--- config.mk ---
export PLATFORM = sky130hd
export DESIGN_NAME = reglk_access_ctrl
export DESIGN_NICKNAME = d
export VERILOG_FILES = /design/src/rtl/reglk_access_ctrl.sv
export SDC_FILE = /design/constraint.sdc
export NUM_CORES = 1
export LEC_CHECK = 0
export ABC_AREA = 1
export CAP_MARGIN = 5
export CORE_MARGIN = 3
export CORE_UTILIZATION = 46
export CTS_CLUSTER_SIZE = 24
export DETAILED_ROUTE_END_ITERATION = 7
export PLACE_DENSITY = 0.91
export SLEW_MARGIN = 20
export SYNTH_ARGS = -nofsm -noshare
export SYNTH_HDL_FRONTEND = slang
export SYNTH_SLANG_ARGS = --single-unit
--- constraint.sdc ---
create_clock -name clk_i -period 3.4 [get_ports clk_i]
set_input_delay 0.68 -clock clk_i [delete_from_list [all_inputs] [get_ports clk_i]]
set_output_delay 0.68 -clock clk_i [all_outputs]
set_load 0.02 [all_outputs]
--- src/rtl/reglk_access_ctrl.sv ---
// Register-lock bank sequencer: initialises every lock word after reset, then
// serialises requester accesses round-robin under a write mask and sticky seal.
module reglk_access_ctrl #(
  parameter int              NREQ     = 3,
  parameter int              NENTRY   = 6,
  parameter logic [31:0]     INIT_VAL = 32'h0,
  parameter logic [NREQ-1:0] WR_MASK  = NREQ'(1)
) (
  input  logic                 clk_i,
  input  logic                 rst_ni,
  input  logic [NREQ-1:0]      req_i,
  input  logic [NREQ-1:0]      we_i,
  input  logic [3*NREQ-1:0]    addr_i,
  input  logic [32*NREQ-1:0]   wdata_i,
  output logic [NREQ-1:0]      gnt_o,
  output logic [NREQ-1:0]      rsp_valid_o,
  output logic [31:0]          rsp_rdata_o,
  output logic                 rsp_err_o,
  input  logic                 seal_i,
  input  logic                 reinit_i,
  output logic                 bank_en_o,
  output logic                 bank_we_o,
  output logic [2:0]           bank_addr_o,
  output logic [31:0]          bank_wdata_o,
  input  logic [31:0]          bank_rdata_i,
  output logic                 busy_o,
  output logic                 sealed_o
);

  localparam int         IW       = (NREQ > 1) ? $clog2(NREQ) : 1;
  localparam logic [2:0] IDX_LAST = 3'(NENTRY - 1);

  typedef enum logic [1:0] {
    ST_INIT,
    ST_ARB,
    ST_ACCESS,
    ST_RESP
  } state_e;

  state_e         state_q, state_d;
  logic [2:0]     idx_q, idx_d;
  logic [IW-1:0]  last_q, last_d;
  logic [IW-1:0]  win_q, win_d;
  logic           we_q, we_d;
  logic [2:0]     addr_q, addr_d;
  logic [31:0]    wdata_q, wdata_d;
  logic [31:0]    rdata_q, rdata_d;
  logic           err_q, err_d;
  logic           sealed_q, sealed_d;

  // Per-requester payload views so the winner can be selected by index.
  logic [2:0]  addr_arr  [NREQ];
  logic [31:0] wdata_arr [NREQ];

  for (genvar g = 0; g < NREQ; g++) begin : g_unpack
    assign addr_arr[g]  = addr_i[3*g +: 3];
    assign wdata_arr[g] = wdata_i[32*g +: 32];
  end

  // Round-robin search: first requester after the previous winner, wrapping.
  logic          rr_found;
  logic [IW-1:0] rr_win;
  int            rr_cand;

  always_comb begin
    rr_found = 1'b0;
    rr_win   = last_q;
    rr_cand  = 0;
    for (int i = 1; i <= NREQ; i++) begin
      rr_cand = int'(last_q) + i;
      if (rr_cand >= NREQ) rr_cand = rr_cand - NREQ;
      if (!rr_found && req_i[IW'(rr_cand)]) begin
        rr_found = 1'b1;
        rr_win   = IW'(rr_cand);
      end
    end
  end

  logic acc_illegal;
  logic acc_blocked;

  assign acc_illegal = (int'(addr_q) >= NENTRY);
  assign acc_blocked = we_q && (sealed_q || !WR_MASK[win_q]);
  assign sealed_d    = sealed_q | seal_i;

  always_comb begin
    // NOTE: every next-state value and output gets a default before the case,
    // so no path leaves a signal unassigned and no latch is inferred.
    state_d      = state_q;
    idx_d        = idx_q;
    last_d       = last_q;
    win_d        = win_q;
    we_d         = we_q;
    addr_d       = addr_q;
    wdata_d      = wdata_q;
    rdata_d      = rdata_q;
    err_d        = err_q;
    gnt_o        = '0;
    rsp_valid_o  = '0;
    rsp_rdata_o  = '0;
    rsp_err_o    = 1'b0;
    bank_en_o    = 1'b0;
    bank_we_o    = 1'b0;
    bank_addr_o  = '0;
    bank_wdata_o = '0;

    unique case (state_q)
      ST_INIT: begin
        // Initialisation writes ignore both the seal and the write mask.
        bank_en_o    = 1'b1;
        bank_we_o    = 1'b1;
        bank_addr_o  = idx_q;
        bank_wdata_o = INIT_VAL;
        if (idx_q == IDX_LAST) begin
          idx_d   = '0;
          state_d = ST_ARB;
        end else begin
          idx_d = idx_q + 3'd1;
        end
      end

      ST_ARB: begin
        if (reinit_i && !sealed_q) begin
          idx_d   = '0;
          state_d = ST_INIT;
        end else if (rr_found) begin
          win_d   = rr_win;
          we_d    = we_i[rr_win];
          addr_d  = addr_arr[rr_win];
          wdata_d = wdata_arr[rr_win];
          state_d = ST_ACCESS;
        end
      end

      ST_ACCESS: begin
        gnt_o[win_q] = 1'b1;
        err_d        = acc_illegal || acc_blocked;
        rdata_d      = '0;
        if (!(acc_illegal || acc_blocked)) begin
          bank_en_o    = 1'b1;
          bank_we_o    = we_q;
          bank_addr_o  = addr_q;
          bank_wdata_o = wdata_q;
          if (!we_q) rdata_d = bank_rdata_i;
        end
        last_d  = win_q;
        state_d = ST_RESP;
      end

      ST_RESP: begin
        rsp_valid_o[win_q] = 1'b1;
        rsp_rdata_o        = rdata_q;
        rsp_err_o          = err_q;
        state_d            = ST_ARB;
      end

      default: state_d = ST_INIT;
    endcase
  end

  assign busy_o   = (state_q == ST_INIT);
  assign sealed_o = sealed_q;

  always_ff @(posedge clk_i or negedge rst_ni) begin
    if (!rst_ni) begin
      // NOTE: the transaction payload registers are reset as well, so no
      // X can reach the response outputs after an aborted access.
      state_q  <= ST_INIT;
      idx_q    <= '0;
      last_q   <= IW'(NREQ - 1);
      win_q    <= '0;
      we_q     <= 1'b0;
      addr_q   <= '0;
      wdata_q  <= '0;
      rdata_q  <= '0;
      err_q    <= 1'b0;
      sealed_q <= 1'b0;
    end else begin
      // NOTE: non-blocking assignments keep all registers updating from the
      // same pre-edge values regardless of statement order.
      state_q  <= state_d;
      idx_q    <= idx_d;
      last_q   <= last_d;
      win_q    <= win_d;
      we_q     <= we_d;
      addr_q   <= addr_d;
      wdata_q  <= wdata_d;
      rdata_q  <= rdata_d;
      err_q    <= err_d;
      sealed_q <= sealed_d;
    end
  end

endmodule

==> results.yml, run 1 <==
run_status:
  outcome: "completed"
clock_tree:
  post_cts_buffers: 0
  numCtsBuffers: 9
  cts.reportedPaths.clkPinSlew_ns: 0.08
  cts.sinks: 79
  hold_buffers: 0
  cts_tree: "yes"
  cts_buffer_depth: 2
  root_buffer: "clkbuf_8"
  clk_latency_ns: 0.35
  cts_resized: 0
  h-tree-depth: 3
final_layout:
  final_nets: 1131
  final_util: 0.718
  final_cell_area_mm2: 0.00751
  fin_cells: 1116
  mostFrequentLayoutCells: "nand2_1 (316), clkdlybuf4s50_1 (223), inv_1 (96)"
  num_antenna_cells: 0
  syn_to_final_growth_pct: 50.0
  nFillCells: 857
  layout-drive-gt1-share: 0.0480
  final_common_cell: "nand2_1"
drt:
  drtPass1Iterations: 6
  viasPerCell: 4.95
  drtIter0Drc: 461
  totalWireLength_mm: 15.5
  wl_met2_mm: 7.43
  wl_met1_mm: 6.25
  drcViolationCount: 0
  top_layer_used: "met4"
  wl_per_cell_um: 13.9
  wl_met3_mm: 1.48
  drtAntennaViolNets: 0
  num_vias: 5526
worst_setup_path:
  crit_slowest_cell: "clkdlybuf4s50_1"
  critPathKind: "register to output port"
  cp_num_buf_inv: 3
  cpPeakStageDelay_ns: 0.62
  cp.depth: 6
  worstPathArrival_ns: 2.41
  critPathTopFamily: "buffers and inverters"
  cp-start-kind: "register"
  path_max_fanout: 39
  worstPathRequired_ns: 2.72
  worstPathCellList: "inv_1 -> ha_1 -> nand2_2 -> buf_4 -> o21ai_0 -> clkdlybuf4s50_1"
  r2r_start: "last_q[1]"
  r2r_setup_slack_ns: 0.68
  worst_r2r_path_depth: 14
  r2r-end: "wdata_q[7]"
  end_kind: "output port"
synthesis:
  syn_avg_cell_area_um2: 6.48
  synthTopCellsByArea: "dfrtp_1 (39%), nand2_1 (24%), nand3_1 (9.5%)"
  synth_fp_nets: 928
  ys.flop_type: "dfrtp_1"
  synth_seq_cells: 79
  seq_area_frac_synth: 0.395
  netlist_instances: 772
  synth.top_cell.area_share: 0.390
  ys_types: 32
  synthArstFlopShare: 1.00
  yosysTopAreaCell: "dfrtp_1"
  syn_area_mm2: 0.00500
  yosysWarnings: 0
  synth_edf_count: 0
worst_hold_path:
  holdCritPathClass: "input pin to async pin"
global_route:
  grt_max_degree: 80
  first_global_vias: 5181
  globalRouteOverflowTotal: 0
  antenna_found_initial: 0
  grtUsageTotal: 0.255
  grt_first_pass_wirelength_mm: 24.6
floorplanning:
  die_w_um: 110
  start_util: 0.478
  die_h_um: 110
  pin_count: 225
  placementRows: 37
  dieArea_mm2: 0.0122
  core_mm2: 0.0105
sta:
  period_minus_slack_ns: 3.09
  setup_tns_ns: 0
  fin_skew_ns: 0.00683
  period_share: 0.908
  tightestPinTransition_ns: 0.992
  slew_headroom: 0.338
  hold_viol: 0
  hold_slack_ns: 0.488
  rsz0062_at_grt: "false"
  fmaxAchievable_ghz: 0.324
  finalSetupViolCount: 0
  slew_violations: 0
place:
  gp_congestion: 0.852
  post-place-cells: 1100
  hpwl_mm: 11.4
  numPortBuffers: 224
  place_area_mm2: 0.00729
pwr:
  powerDensity_mw_per_mm2: 945
  peakVddDrop_v: 0.000823
  p_leak_nw: 3.88
flow_run:
  drv_cap: 0
[worst reg2reg max path: cells and delay by family (launching register included)]
| kind | cells | cell delay, ns |
|---|---|---|
| flip-flops | 1 | 0.58 |
| buffers and inverters | 2 | 0.17 |
| AND/OR/NAND/NOR | 11 | 1.47 |
| adder cells (fa/ha/maj) | 1 | 0.45 |
[worst max path at each step]
| stage | from | endpoint | slack, ns |
|---|---|---|---|
| floorplan | state_q[0] | gnt_o[0] | 1.07 |
| global placement | req_i[1] | win_q[1] | 0.65 |
| detailed placement | req_i[1] | wdata_q[7] | 0.58 |
| CTS | state_q[0] | bank_we_o | 0.30 |
| global route | win_q[1] | bank_we_o | 0.18 |
| finish | state_q[0] | bank_we_o | 0.31 |
[flip-flops by register name, summed over array words and instances, names as in the netlist]
register / flops
err_q: 1
idx_q: 3
last_q: 2
rdata_q: 32
state_q: 2
addr_q: 3
we_q: 1
wdata_q: 32
win_q: 2
sealed_o: 1
[area by class of cell]
class                      instances  area [um^2]  area share
timing repair buffer             233         2310       0.307
multi-input combinational        551         2450       0.326
clock inverter                     6         93.8      0.0125
clock buffer                      10          128      0.0170
sequential                        79         1980       0.263
tap                              136          170      0.0227
inverter                         101          382      0.0508
[synthesized netlist by cell type (2+ instances only)]
cell      number
nand3_2        2
buf_4          3
buf_1          3
nand2_4        2
dfrtp_1       78
ha_1           9
nand3_1       95
clkbuf_1      19
nor2_2         2
nor3_1         4
inv_2          3
buf_6          2
o21ai_0       46
inv_1         96
buf_2         14
nor2_1        53
a21oi_1        5
nor2_4         2
nand2_2        5
nand2_1      317
[routing by layer]
| metal | global-route usage | vias up |
|---|---|---|
| li1 | - | 2760 |
| met2 | 0.427 | 231 |
| met5 | 0 | - |
| met4 | 0.0800 | 0 |
| met1 | 0.322 | 2507 |
| met3 | 0.0658 | 28 |
[power breakdown]
group | switching, mW | internal, mW | total [mW] | leakage (nW)
clock network | 0.364 | 0.419 | 0.783 | 0.107
registers | 0.278 | 1.40 | 1.68 | 1.00
logic | 3.07 | 1.56 | 4.63 | 2.77
total | 3.71 | 3.38 | 7.10 | 3.88
[stage by stage]
stage / total power [mW] / setup WS (ns)
2_1_floorplan: 5.12 / 1.07
3_3_place_gp: 6.22 / 0.646
3_5_place_dp: 6.34 / 0.581
4_1_cts: 7.14 / 0.298
5_1_grt: 7.87 / 0.178
6_report: 7.10 / 0.312
[cell families (layout without fill, tap and decap cells)]
group / count (synthesis) / count (layout) / synth area share
and+or+nand+nor: 487 / 487 / 0.410
buffers and inverters: 142 / 350 / 0.116
DFF: 79 / 79 / 0.395
AOI/OAI and AO/OA: 55 / 55 / 0.0567
adders and majority gates: 9 / 9 / 0.0225
(Power assumes the default switching activity.)
==> inputs of run 2 (changes only) <==
--- a/config.mk
+++ b/config.mk
@@ -9,7 +9,7 @@
 export CAP_MARGIN = 5
 export CORE_MARGIN = 3
 export CORE_UTILIZATION = 46
-export CTS_CLUSTER_SIZE = 24
+export CTS_CLUSTER_SIZE = 10
 export DETAILED_ROUTE_END_ITERATION = 7
 export PLACE_DENSITY = 0.91
 export SLEW_MARGIN = 20
==> results of run 2 <==
No change in the layout: final DEF, timing and power equal those of run 1.
